[config.mk]
export PLATFORM = sky130hd
export DESIGN_NAME = sample_stream_decoder_flat
export DESIGN_NICKNAME = d
export VERILOG_FILES = /design/src/rtl/sample_stream_decoder_if.sv /design/src/rtl/sample_stream_decoder.sv /design/src/flat_wrapper.sv
export SDC_FILE = /design/constraint.sdc
export NUM_CORES = 1
export LEC_CHECK = 0
export BUFFER_PORTS_ARGS = -buffer_cell sky130_fd_sc_hd__buf_2
export CORE_AREA = 4 4 98 123
export CTS_CLUSTER_DIAMETER = 50
export CTS_CLUSTER_SIZE = 8
export DETAILED_ROUTE_END_ITERATION = 16
export DIE_AREA = 0 0 102 127
export REMOVE_ABC_BUFFERS = 1
export SYNTH_ARGS = -nofsm -noshare
export SYNTH_HDL_FRONTEND = slang
export SYNTH_SLANG_ARGS = --single-unit
[constraint.sdc]
create_clock -name clk_i -period 2.4 [get_ports clk_i]
set_input_delay 0.36 -clock clk_i [delete_from_list [all_inputs] [get_ports clk_i]]
set_output_delay 0.36 -clock clk_i [all_outputs]
set_load 0.02 [all_outputs]
[src/rtl/sample_stream_decoder_if.sv]
// Handshake bundle for sample_stream_decoder: byte stream in, 14-bit sample stream out.
interface sample_stream_decoder_if;
  logic [7:0]  byte_i;
  logic        byte_valid_i;
  logic        byte_ready_o;
  logic [13:0] sample_o;
  logic        sample_valid_o;
  logic        sample_ready_i;

  modport master (
    output byte_i, byte_valid_i, sample_ready_i,
    input  byte_ready_o, sample_o, sample_valid_o
  );

  modport slave (
    input  byte_i, byte_valid_i, sample_ready_i,
    output byte_ready_o, sample_o, sample_valid_o
  );
endinterface

[src/rtl/sample_stream_decoder.sv]
// Reassembles header/low byte pairs into 14-bit samples, queues them in a
// first-word fall-through FIFO and counts framing errors.
module sample_stream_decoder #(
  parameter int FIFO_DEPTH = 4,
  parameter int ERR_CNT_W  = 16
) (
  input  logic                        clk_i,
  input  logic                        reset_ni,
  sample_stream_decoder_if.slave      bus,
  input  logic                        flush_i,
  output logic                        err_o,
  output logic [ERR_CNT_W-1:0]        err_count_o,
  output logic [$clog2(FIFO_DEPTH):0] fifo_level_o
);

  localparam int AW = $clog2(FIFO_DEPTH);
  localparam int LW = AW + 1;

  typedef enum logic {
    HUNT = 1'b0,
    LOW  = 1'b1
  } state_e;

  state_e               state_q, state_d;
  logic [6:0]           hi_q, hi_d;
  logic [13:0]          mem_q [FIFO_DEPTH];
  logic [AW-1:0]        wr_ptr_q, rd_ptr_q;
  logic [LW-1:0]        level_q;
  logic                 err_q, err_d;
  logic [ERR_CNT_W-1:0] err_cnt_q;

  logic        fifo_full;
  logic        fifo_empty;
  logic        accept;
  logic        push;
  logic        pop;
  logic [13:0] push_data;

  // Ready depends only on registered state, so there is no path from sample_ready_i.
  assign fifo_full        = (level_q == LW'(FIFO_DEPTH));
  assign fifo_empty       = (level_q == '0);
  assign bus.byte_ready_o = (state_q == HUNT) || !fifo_full;
  assign accept           = bus.byte_valid_i && bus.byte_ready_o;
  assign pop              = !fifo_empty && bus.sample_ready_i && !flush_i;
  assign push_data        = {hi_q, bus.byte_i[6:0]};

  always_comb begin
    state_d = state_q;
    hi_d    = hi_q;
    push    = 1'b0;
    err_d   = 1'b0;
    if (flush_i) begin
      state_d = HUNT;
    end else if (accept) begin
      case (state_q)
        HUNT: begin
          if (bus.byte_i[7]) begin
            hi_d    = bus.byte_i[6:0];
            state_d = LOW;
          end else begin
            err_d = 1'b1;
          end
        end
        LOW: begin
          if (!bus.byte_i[7]) begin
            push    = 1'b1;
            state_d = HUNT;
          end else begin
            // A second header resyncs onto the newest one.
            err_d = 1'b1;
            hi_d  = bus.byte_i[6:0];
          end
        end
        default: state_d = HUNT;
      endcase
    end
  end

  always_ff @(posedge clk_i or negedge reset_ni) begin
    if (!reset_ni) begin
      state_q <= HUNT;
      hi_q    <= '0;
    end else begin
      state_q <= state_d;
      hi_q    <= hi_d;
    end
  end

  always_ff @(posedge clk_i) begin
    if (push) begin
      mem_q[wr_ptr_q] <= push_data;
    end
  end

  // Power-of-two depth lets the pointers wrap naturally; the level separates full from empty.
  always_ff @(posedge clk_i or negedge reset_ni) begin
    if (!reset_ni) begin
      wr_ptr_q <= '0;
      rd_ptr_q <= '0;
      level_q  <= '0;
    end else if (flush_i) begin
      wr_ptr_q <= '0;
      rd_ptr_q <= '0;
      level_q  <= '0;
    end else begin
      if (push) begin
        wr_ptr_q <= wr_ptr_q + AW'(1);
      end
      if (pop) begin
        rd_ptr_q <= rd_ptr_q + AW'(1);
      end
      case ({push, pop})
        2'b10:   level_q <= level_q + LW'(1);
        2'b01:   level_q <= level_q - LW'(1);
        default: level_q <= level_q;
      endcase
    end
  end

  always_ff @(posedge clk_i or negedge reset_ni) begin
    if (!reset_ni) begin
      err_q     <= 1'b0;
      err_cnt_q <= '0;
    end else begin
      err_q <= err_d;
      if (err_d && (err_cnt_q != '1)) begin
        err_cnt_q <= err_cnt_q + ERR_CNT_W'(1);
      end
    end
  end

  assign bus.sample_valid_o = !fifo_empty;
  assign bus.sample_o       = fifo_empty ? '0 : mem_q[rd_ptr_q];
  assign err_o              = err_q;
  assign err_count_o        = err_cnt_q;
  assign fifo_level_o       = level_q;

endmodule

[src/flat_wrapper.sv]
// flat-port wrapper written by rule: the top's interface ports become plain ports
module sample_stream_decoder_flat 
#(
  parameter int FIFO_DEPTH = 4,
  parameter int ERR_CNT_W  = 16
)
  (clk_i, reset_ni, flush_i, err_o, err_count_o, fifo_level_o, bus_byte_i, bus_byte_valid_i, bus_sample_ready_i, bus_byte_ready_o, bus_sample_o, bus_sample_valid_o);
  sample_stream_decoder_if bus_i ();
  input  logic clk_i;
  input  logic reset_ni;
  input  logic flush_i;
  output logic err_o;
  output logic [ERR_CNT_W-1:0] err_count_o;
  output logic [$clog2(FIFO_DEPTH):0] fifo_level_o;
  input wire logic [$bits(bus_i.byte_i)-1:0] bus_byte_i;
  input wire logic [$bits(bus_i.byte_valid_i)-1:0] bus_byte_valid_i;
  input wire logic [$bits(bus_i.sample_ready_i)-1:0] bus_sample_ready_i;
  output wire logic [$bits(bus_i.byte_ready_o)-1:0] bus_byte_ready_o;
  output wire logic [$bits(bus_i.sample_o)-1:0] bus_sample_o;
  output wire logic [$bits(bus_i.sample_valid_o)-1:0] bus_sample_valid_o;
  assign bus_i.byte_i = bus_byte_i;
  assign bus_i.byte_valid_i = bus_byte_valid_i;
  assign bus_i.sample_ready_i = bus_sample_ready_i;
  assign bus_byte_ready_o = bus_i.byte_ready_o;
  assign bus_sample_o = bus_i.sample_o;
  assign bus_sample_valid_o = bus_i.sample_valid_o;
  sample_stream_decoder #(.FIFO_DEPTH(FIFO_DEPTH), .ERR_CNT_W(ERR_CNT_W)) u_core (.clk_i(clk_i), .reset_ni(reset_ni), .bus(bus_i), .flush_i(flush_i), .err_o(err_o), .err_count_o(err_count_o), .fifo_level_o(fifo_level_o));
endmodule
==> key figures <==
Layout
  – Diode count: 0
  – Fillers: between 1,000 and 1,500
  – Layout cells sized above 1: between 30% and 40%
  – Syn-to-layout area delta: 19.9%
  – Fin nets: between 300 and 400

Logic synthesis
  – Post-synth EDFFs: 56
  – Most numerous cell in the Yosys netlist: edfxtp_1
  – Yosys cell types: 38
  – Register area share after synthesis: roughly two thirds
  – Synth async-reset ratio: between 30% and 40%
  – Cells after synthesis: roughly 230
  – Synth top area share: between 40% and 50%
  – Yosys Warn Count: 0
  – Avg Cell Area, Syn: approximately 16 um^2
  – Largest area contributor in the netlist: edfxtp_1
  – Synth top area cells: edfxtp_1 45%, dfrtp_1 21%, mux4_2 8.5%
  – Flip-flop and latch count after synthesis: between 80 and 90
  – Syn Std Cell Area: between 3000 and 4000 um^2
  – Synth Flop Type: edfxtp_1
  – Synth cell count leaders: 56 x edfxtp_1, 32 x dfrtp_1, 19 x and2_1

Power and ir drop
  – Seq pwr share: between 40% and 50%
  – Clk pwr share: between 30% and 40%
  – P_leak: ~0.0018 uW
  – Net Sw Frac: between 30 and 40%
  – Combinational power share: between 20% and 30%
  – Sw Pwr: between 1000 and 1500 uW
  – Max VDD drop: between 500 and 600 uV
  – Int Pwr: just over 3000 uW
  – P per Cell Area: around 1000 nW/um^2

Clock network
  – Total CTS buffers: 9
  – Clock slew at reported path FFs: approximately 70 ps
  – # clock sinks: between 80 and 90
  – CTS root buffer: clkbuf_16
  – Clock Tree Buf Depth: 2
  – CTS tree: done
  – Post-CTS setup buffer count: 0
  – Clock latency at the later pin of the worst-skew pair: 330 ps
  – Post-CTS Hold Buffers: 0
  – Post-CTS Resized: 0
  – H-tree depth: 3

GRT
  – Global-route wire length before repair: between 10,000 and 15,000 um
  – Vias in the first global route: roughly 2,200
  – GRT Residual Overflow: 0
  – Initial antenna violation count: 1
  – Largest net degree at the start of global routing: 33
  – GRT Overall Usage: around 11%

Drt
  – # DRC: 0
  – Drt wl/cell: around 16 um
  – Final WL: 6740 um
  – 1st-iter DRT viols: 46
  – Via count of the routed design: around 2,000
  – DR pass1 iterations: 4
  – Antenna Violating Nets Remaining: 0
  – Vias per cell: 4.77

STA
  – Slew margin rel.: 49.6%
  – RSZ-0062 raised after global routing: false
  – Setup_tns: 0 ps
  – Final WS setup: approximately 230 ps
  – Fin Clk Skew: 6.57 ps
  – Final hold vios: 0
  – Setup violations, final: 0
  – Fin crit share: between 90% and 100%
  – Max Slew Vio Count: 0
  – FMAX: roughly 460 MHz
  – Final Critical Period: roughly 2200 ps
  – Worst slew pin tran: between 700 and 800 ps

Placed design
  – Worst slack, placed: around 250 ps
  – GP Congestion: approximately 0.76
  – DP HPWL: 4550 um
  – Number of port buffers: 48

Setup path
  – Worst flop-to-flop path endpoint: u_core.fifo_level_o[2]
  – Slowest stage delay, CP: slightly below 600 ps
  – R2R depth: 9
  – CP endpoint: bus_sample_o[1]
  – Crit path max fanout: 16
  – Kind of critical path: flip-flop to primary output
  – CP Launch Point: u_core.fifo_level_o[0]
  – Crit-path slowest cell: or3_2
  – Worst Setup End Kind: primary output
  – Critical Path Start Type: flip-flop
  – R2r setup slk: around 250 ps
  – Crit-path cells: buf_4, or3_2, and2_1, buf_2
  – Crit path DAT: about 1800 ps
  – Worst r2r src: u_core.fifo_level_o[1]
  – Critical path required time: around 2000 ps

Floorplanning
  – Die Span X: ~100 um
  – Total die area: between 10,000 and 15,000 um^2
  – Die height: between 100 and 150 um
  – Core area: approximately 11,000 um^2
  – Initial Util: between 30% and 40%
  – Rows: 43
  – I/O pin total: 49

Min path
  – Hold Crit Class: input pin to async pin

Outcome
  – Status: complete, no violations

Flow run
  – Max cap viols: 0
-- cell families (layout without fill, tap and decap cells) --
group / after synthesis / after routing / synth area share (%)
AOI/OAI and AO/OA: 10 / 10 / 1.85
xor gates and xnor gates: 18 / 18 / 4.23
adders and majority gates: 7 / 7 / 2.55
buffers and inverters: 12 / 77 / 1.75
DFF: 88 / 88 / 66.6
muxes: 24 / 24 / 11.9
and+or+nand+nor: 72 / 72 / 11.1
-- power groups by stage --
stage	Sequential, uW	Combinational [uW]	Clock (uW)
floorplan	1970	635	0
global placement	1860	1160	0
detailed placement	1860	1170	0
CTS	1830	1170	1440
global route	1850	1250	1520
finish	1830	1130	1400
-- cell type report --
cell class / instances / area [um^2] / share of cell area, %
Clock inverter: 7 / 78.8 / 1.76
Sequential cell: 88 / 2480 / 55.6
Multi-Input combinational cell: 131 / 1180 / 26.4
Clock buffer: 9 / 225 / 5.04
Timing Repair Buffer: 56 / 313 / 7.00
Tap cell: 135 / 169 / 3.78
Inverter: 5 / 21.3 / 0.476
-- worst min-delay path by stage --
stage | from | endpoint | slack [ps] | depth (start not counted)
2_1_floorplan | reset_ni | u_core.err_count_o[0] | 60 | 0
3_3_place_gp | reset_ni | u_core.err_count_o[13] | 480 | 1
3_5_place_dp | reset_ni | u_core.err_count_o[14] | 480 | 1
4_1_cts | reset_ni | u_core.err_count_o[14] | 120 | 1
5_1_grt | reset_ni | u_core.err_count_o[14] | 150 | 1
6_report | reset_ni | u_core.err_count_o[14] | 90 | 1
-- critical path: cells and delay by family, from the launching register on --
kind / cells / cell delay (ps)
and+or+nand+nor: 2 / 790
DFF: 1 / 380
buffers and inverters: 2 / 310
-- stage by stage --
step	power, uW	instances	util, %	cell area, um^2	hold WS [ps]
2_1_floorplan	2600	224	-	3680	64.4
3_3_place_gp	3020	415	37.9	4160	480
3_5_place_dp	3030	415	37.9	4160	480
4_1_cts	4450	431	40.7	4470	119
5_1_grt	4630	431	40.7	4470	153
6_report	4370	431	40.7	4470	94.7
-- cell usage in the layout (no fill, tap or decap), types with 5 or more instances in the layout --
cell type and instances:
edfxtp_1 56, nand2_1 16, mux4_2 14, nand3_1 8
xnor2_1 10, dfrtp_1 32, mux2_2 5, nor2_1 11
and2_1 19, buf_4 7, xor2_1 8, ha_1 6
clkbuf_16 9, buf_2 48
-- routing by layer --
layer	GRT usage, %	wire (um)	part of all wire [%]
met3	3.17	349	5.2
met5	0	7	0.10
met2	18.9	3460	51
met4	4.17	70	1.0
met1	13.9	2860	42
-- state kept, by name, summed over array words and instances, names as in the netlist --
signal               flops
u_core.err_count_o      16
u_core.state_q           1
u_core.mem_q            56
u_core.rd_ptr_q          2
u_core.err_o             1
u_core.hi_q              7
u_core.fifo_level_o      3
u_core.wr_ptr_q          2
No activity file was read; power rests on OpenSTA's default activity.
